--- config.mk ---
export PLATFORM = sky130hd
export DESIGN_NAME = dispatch_queue
export DESIGN_NICKNAME = d
export VERILOG_FILES = /design/src/rtl/dispatch_queue.sv
export SDC_FILE = /design/constraint.sdc
export NUM_CORES = 1
export LEC_CHECK = 0
export CAP_MARGIN = 0
export CORE_MARGIN = 2
export CORE_UTILIZATION = 50
export CTS_CLUSTER_DIAMETER = 200
export DETAILED_ROUTE_END_ITERATION = 16
export DONT_BUFFER_PORTS = 1
export PLACE_DENSITY = 0.69
export RECOVER_POWER = 100
export SETUP_SLACK_MARGIN = 0.1
export SLEW_MARGIN = 20
export SYNTH_ARGS = -nofsm -noshare
export SYNTH_HDL_FRONTEND = slang
export SYNTH_SLANG_ARGS = --single-unit
--- constraint.sdc ---
create_clock -name clk -period 16.2 [get_ports clk]
set_input_delay 3.24 -clock clk [delete_from_list [all_inputs] [get_ports clk]]
set_output_delay 3.24 -clock clk [all_outputs]
set_load 0.02 [all_outputs]
--- src/rtl/dispatch_queue.sv ---
`default_nettype none
// ============================================================================
//  Module      : dispatch_queue (with package dispatch_queue_pkg)
//  Description : Decode-to-dispatch instruction buffer. In-order circular
//                queue of decoded instructions that absorbs back-pressure
//                from dispatch, converts the decoder's inst_valid verdict
//                into an illegal-instruction flag (pop_ine) and supports a
//                single-cycle flush.
//  Ports       : clk, rst (async, active-high), flush
//                push_valid / push_inst_valid / push_data / push_ready
//                pop_valid / pop_data / pop_ine / pop_ready
//                count (current occupancy)
//  Options     : DISPATCH_QUEUE_BYPASS_EN - when defined, an empty queue
//                forwards the decoder input combinationally to dispatch.
//  Revision    : 1.0 - initial release
// ============================================================================

package dispatch_queue_pkg;

    typedef enum logic [4:0] {
        ALU_NOP = 5'd0,
        ALU_ADD = 5'd1,
        ALU_SUB = 5'd2,
        ALU_AND = 5'd3,
        ALU_OR  = 5'd4,
        ALU_XOR = 5'd5,
        ALU_SLL = 5'd6,
        ALU_SRL = 5'd7
    } alu_op_e;

    typedef struct packed {
        logic [31:0] pc;
        alu_op_e     aluop;
        logic [4:0]  rd;
        logic [4:0]  rj;
        logic [4:0]  rk;
        logic [31:0] imm;
    } id_dispatch_t;

endpackage

module dispatch_queue
    import dispatch_queue_pkg::*;
#(
    parameter int DEPTH = 8,
    parameter int CNT_W = $clog2(DEPTH) + 1
) (
    input  logic               clk,
    input  logic               rst,
    input  logic               flush,
    input  logic               push_valid,
    input  logic               push_inst_valid,
    input  id_dispatch_t       push_data,
    output logic               push_ready,
    output logic               pop_valid,
    output id_dispatch_t       pop_data,
    output logic               pop_ine,
    input  logic               pop_ready,
    output logic [CNT_W-1:0]   count
);

    localparam int c_addr_w = $clog2(DEPTH);
    localparam int c_ptr_w  = c_addr_w + 1;

    // Pointers carry one extra wrap bit to tell full from empty.
    logic [c_ptr_w-1:0]  r_wptr;
    logic [c_ptr_w-1:0]  r_rptr;

    // Payload storage is never reset; only the pointers define validity.
    id_dispatch_t        r_mem_data [DEPTH];
    logic [DEPTH-1:0]    r_mem_ine;

    logic                w_empty;
    logic                w_full;
    logic                w_push;
    logic                w_pop;
    logic [c_ptr_w-1:0]  w_count;
    logic [c_addr_w-1:0] w_waddr;
    logic [c_addr_w-1:0] w_raddr;

    assign w_waddr = r_wptr[c_addr_w-1:0];
    assign w_raddr = r_rptr[c_addr_w-1:0];

    assign w_empty = (r_wptr == r_rptr);
    assign w_full  = (w_waddr == w_raddr) &&
                     (r_wptr[c_addr_w] != r_rptr[c_addr_w]);

    // Depends only on state, so dispatch back-pressure never reaches decode
    // combinationally; a full queue refuses even when it pops this cycle.
    assign push_ready = !w_full;

    assign w_count = r_wptr - r_rptr;
    assign count   = CNT_W'(w_count);

    // Only a buffered entry advances the read pointer; a bypassed
    // instruction never occupies a slot.
    assign w_pop = pop_ready && !w_empty;

`ifdef DISPATCH_QUEUE_BYPASS_EN
    logic w_bypass;

    // Flush kills the forwarded instruction together with the queue.
    assign w_bypass  = w_empty && push_valid && !flush;
    assign pop_valid = !w_empty || w_bypass;
    assign pop_data  = w_empty ? push_data        : r_mem_data[w_raddr];
    assign pop_ine   = w_empty ? ~push_inst_valid : r_mem_ine[w_raddr];

    // A forwarded instruction that dispatch takes right away is never stored.
    assign w_push = push_valid && push_ready && !(w_bypass && pop_ready);
`else
    assign pop_valid = !w_empty;
    assign pop_data  = r_mem_data[w_raddr];
    assign pop_ine   = r_mem_ine[w_raddr];
    assign w_push    = push_valid && push_ready;
`endif

    always_ff @(posedge clk or posedge rst) begin
        if (rst) begin
            r_wptr <= '0;
            r_rptr <= '0;
        end else if (flush) begin
            r_wptr <= '0;
            r_rptr <= '0;
        end else begin
            if (w_push) begin
                r_wptr <= r_wptr + c_ptr_w'(1);
            end
            if (w_pop) begin
                r_rptr <= r_rptr + c_ptr_w'(1);
            end
        end
    end

    always_ff @(posedge clk) begin
        if (w_push && !flush) begin
            r_mem_data[w_waddr] <= push_data;
            r_mem_ine[w_waddr]  <= ~push_inst_valid;
        end
    end

endmodule
`default_nettype wire

Word-level counts from Yosys, hierarchy flattened
Memory sizes are Yosys's and may differ from the RTL's. Index checks and enable logic that the tools add are counted.

Add/sub/neg operators: 3. $lt $le $gt $ge: 3. Eq/ne operators: 3. Mux-type cells: 11. Bitwise logic cells: 1. Reduce and logical (&&, ||, !) cells: 10.

Operators by type and width (number): 4-bit 2-to-1 mux (4); 4-bit by 1-bit adder with 4-bit output (second input constant) (2); 8-bit bitwise mux (1); 3-bit by 4-bit less-than comparator with 1-bit output (second input constant) (2); 1-bit logical AND (5); 4-bit == test (1); 1-bit 2-to-1 mux (4); 2-bit nonzero test (2); 4-bit subtractor (1); 1-bit binary-select mux with 3-bit select (1); 1-bit demux with 3-bit select (1); 3-bit == test (1); 3-bit by 1-bit greater-or-equal comparator with 1-bit output (second input constant) (1); 1-bit logical NOT (3); 1-bit inequality test (1); 1-bit inverter (1).

Register bits after elaboration: 16. Bits in writable memories: 672. Input port bits: 90. Output and inout bits: 91. Logic and storage cells: 35. Memories: 1.

Memory list: r_mem_data (depth 8, bits a word 84, rd ports 1, clocked after memory_dff 0, wr ports 1, RTL line 70) `id_dispatch_t r_mem_data [DEPTH];`.

Longest topological paths before layout
Depth after elaboration: 7. Mapped depth: 8. Mapped depth without buffers: 6.

Worst setup path before layout
No wires, ideal clock.

Path type: in2reg. Start: in flush. End: mem r_mem_data[0][0] in the netlist's numbering, enable pin. Setup time: 0.737 ns. Arrival: 11.759 ns. Required time: 15.463 ns. Setup slack: 3.703 ns. Stages: 3. Path buffers: 1. Cell sequence: buf_1 -> or2_2 -> nor4_1.

Longest elaborated chain between the ends: 4.

Ends and longest elaborated chain: from (decl) (RTL line 50) `input logic flush,`; 1-bit logical NOT (RTL line 135) `if (w_push && !flush) begin`; 1-bit logical AND (RTL line 135); 1-bit 2-to-1 mux (RTL line 135); 1-bit 2-to-1 mux (implied by the code) (RTL line 136) `r_mem_data[w_waddr] <= push_data;`; to (decl) (RTL line 70).

Every way passes these cells.

Worst setup path after layout
Start: reg r_rptr[2]. End: mem r_mem_data[1][62] in the netlist's numbering, enable pin.

Longest elaborated chain between the ends: 7.

Ends and longest elaborated chain: from (decl) (RTL line 67) `logic [c_ptr_w-1:0] r_rptr;`; from (signal assigned) (RTL line 129) `r_rptr <= r_rptr + c_ptr_w'(1);`; 3-bit == test (RTL line 85) `assign w_full = (w_waddr == w_raddr) &&`; 1-bit logical AND (RTL line 85); 1-bit logical NOT (RTL line 90) `assign push_ready = !w_full;`; 1-bit logical AND (RTL line 114) `assign w_push = push_valid && push_ready;`; 1-bit logical AND (RTL line 135); 1-bit 2-to-1 mux (RTL line 135); 1-bit 2-to-1 mux (implied by the code) (RTL line 136).

Every way passes these cells.

==> flow_summary_export.csv <==
group,metric,value,unit
run_status,status,"complete, but fails checks",
run_status,failed_checks,"capacitance limit, slew limit",
clock_network,cts_resized,0,
global_routing,grt_usage,0.194,
clock_network,cts_sinks,688,
clock_network,cts_hold_buf,0,
critical_path,cp_slowest_cell,"clkinvlp_2",
logic_synthesis,ys_seq_elements,688,
routing,totalWireLength,51300,µm
critical_path,cpLargestDelayFamily,"buffers and inverters",
critical_path,cpMostUsedCell,"clkbuf_1",
timing,rsz0062_at_grt,"false",
critical_path,reg2reg_slack,4.88,ns
global_routing,first_global_vias,12300,
floorplan,io_pins,181,
routing,vias_per_cell,5.77,
timing,fin_ws,4.88,ns
timing,drv_slew,407,
logic_synthesis,synth_area,26100,µm²
layout,utilization,0.564,
layout,area.sequential,20600,µm²
timing,period_needed,11.32,ns
logic_synthesis,yosysWarnings,0,
clock_network,numCtsBuffers,69,
critical_path,crit_fanout,46,
critical_path,r2r_start,"r_rptr[2]",
logic_synthesis,netlist_instances,1232,
floorplan,core,51500,µm²
layout,n_antenna_cell,0,
timing,slew-limit-headroom,-1.65,
critical_path,r2r_end,"r_mem_data[1][62]",
min_path,worstHoldPathType,"flop to flop",
routing,via_count,11500,
min_path,min_path_cells,2,
clock_network,cts_tree,"yes",
routing,drtIter0Drc,977,
timing,fmax,0.0883,GHz
clock_network,htree_levels,3,
clock_network,worstSkewPairLatency,0.59,ns
layout,syn_to_final_growth,11.2,%
layout,fillers,3841,
layout,multi_input_area,5190,µm²
flow_run,drv_cap,10,
routing,postRouteAntennaNets,0,
timing,hold_viol,0,
timing,setup_tns,0,ns
place,dp.cells,1876,
clock_network,postCtsSetupBuffers,0,
logic_synthesis,synth_seq_area_share,0.789,
global_routing,antenna_found_initial,1,
min_path,min-delay-start,"r_rptr[3]",
layout,drive_gt1_frac,0.223,
critical_path,cpPeakStageDelay,2.81,ns
layout,stdcell_count,1999,
clock_network,clk_pin_slew,0.06,ns
timing,worst_pin_slew,3.97,ns
clock_network,root_buffer,"clkbuf_16",
min_path,hold_end,"r_rptr[3]",
layout,nNetsFinal,1363,
global_routing,overflow,0,
routing,route.detailed.wl_per_inst,25.7,µm
timing,post-route-period-util,0.699,
floorplan,rows,83,
place,hpwl,26700,µm
critical_path,worst-setup-path-type,"flop to flop",
critical_path,required,16.33,ns
critical_path,r2r_cells,8,
place,routabilityCongestion,0.748,
place,dp_slack,9.19,ns
power_and_ir_drop,cellLeakagePower,9.22,nW
global_routing,grt_max_degree,65,
global_routing,grt_pass1_wl,76800,µm
routing,dr.pass1.iters,7,
routing,drc,0,
place,io_buffers,0,
timing,setup_viol,0,
floorplan,die_height,233,µm
power_and_ir_drop,power.total,4.04,mW
timing,fin_skew,0.0160,ns
logic_synthesis,syn_avg_cell_area,21.2,µm²
logic_synthesis,syn-num-nets,1328,
critical_path,crit_arrival,11.45,ns
critical_path,cp-start-kind,"flop",
power_and_ir_drop,p_per_area,139,nW/µm²
floorplan,dieArea,54100,µm²
clock_network,clock_path_buffers,3,
logic_synthesis,synth_cell_types,29,
critical_path,crit_path_cell_trace,"clkinvlp_2 -> clkbuf_1 -> ha_1 -> nand3_1 -> o21ai_0 -> nor3_1 -> buf_4 -> clkbuf_1",
critical_path,crit_buf_inv,4,
floorplan,start_util,0.508,
power_and_ir_drop,vdd_ir_drop_max,0.0825,mV
floorplan,die_w,233,µm
critical_path,cp-end-kind,"flop",
## synth_stat cells, drive strengths merged
cell type	instances	area, µm²
buf	37	263
o21ai	2	13.8
or2	1	6.26
inv	8	30.0
nor2	7	26.3
and3	2	12.5
edfxtp	680	20400
xor2	2	17.5
nand3	1	5.00
clkinv	1	3.75
ha	5	62.6
mux2i	3	30.0
dfrtp	8	200
o211ai	1	7.51
xnor2	7	61.3
mux4	170	3830
nor3	4	20.0
clkbuf	22	82.6
nor4	4	25.0
nand2b	1	6.26
nand4	2	12.5
fa	1	20.0
a21oi	3	15.0
a21o	1	7.51
nand2	259	972
## per-stage QoR
stage | hold slack (ns) | area (µm²)
after floorplan | 0.566 | 26100
after global placement | 0.580 | 26900
after detailed placement | 0.597 | 26900
after CTS | 0.612 | 29100
after global routing | 0.663 | 29100
final | 0.607 | 29100
## routing by layer
layer,vias up,share of wire,track usage
met5,-,0,0
li1,5005,-,-
met4,0,0.021,0.0643
met2,322,0.50,0.319
met1,6134,0.41,0.254
met3,71,0.072,0.0521
## worst reg2reg max path: stages (launching register included)
cell,delay [ns]
dfrtp_1,1.62
clkinvlp_2,2.86
clkbuf_1,1.50
ha_1,0.80
nand3_1,0.15
o21ai_0,0.50
nor3_1,0.44
buf_4,0.65
clkbuf_1,2.29
## power breakdown
part	total (mW)	switching, mW	internal, mW
registers	2.02	0.0299	1.99
logic	0.459	0.251	0.208
clock network	1.56	0.639	0.922
total	4.04	0.920	3.12
## logic make-up after synthesis
group	count (synthesis)	share of synthesized area
multiplexers	173	0.148
XOR/XNOR	9	0.00301
AO/OA/AOI/OAI	7	0.00167
adder cells (fa/ha/maj)	6	0.00316
buffers and inverters	68	0.0145
flip-flops	688	0.789
AND/OR/NAND/NOR	281	0.0415
## worst max-delay path by stage
stage	start	endpoint	slack [ns]	cells after the start
after CTS	r_rptr[0]	pop_data[70]	8.55	5
after floorplan	flush	r_mem_data[0][0]	3.70	3
after detailed placement	r_rptr[0]	pop_data[70]	9.19	5
after global placement	r_rptr[0]	pop_data[62]	9.19	5
after global routing	r_rptr[2]	r_mem_data[1][22]	4.17	8
final	r_rptr[2]	r_mem_data[1][62]	4.88	8
## flip-flops by register name, summed over array words and instances, names as in the netlist
name / flops
r_mem_data: 672
r_rptr: 4
r_wptr: 4
r_mem_ine: 8
## placed cells by master, fill, tap and decap left out, types with 7 or more instances in the layout
cell / netlist / layout
buf_4: 9 / 17
clkbuf_1: 22 / 23
clkbuf_16: 0 / 73
clkinv_1: 1 / 9
clkinv_2: 0 / 12
dfrtp_1: 8 / 7
edfxtp_1: 680 / 680
inv_1: 8 / 8
mux4_2: 170 / 170
nand2_1: 259 / 259
nor2_1: 7 / 7
xnor2_1: 7 / 7
## area by class of cell
type	instances	area share
repair buffers	23	0.00516
clock buffers	90	0.0650
well taps	680	0.0293
multi-input cells	476	0.178
inverters	9	0.00120
clock inverters	33	0.0117
flip-flops and latches	688	0.709
Power figures use the tool's default switching activity.
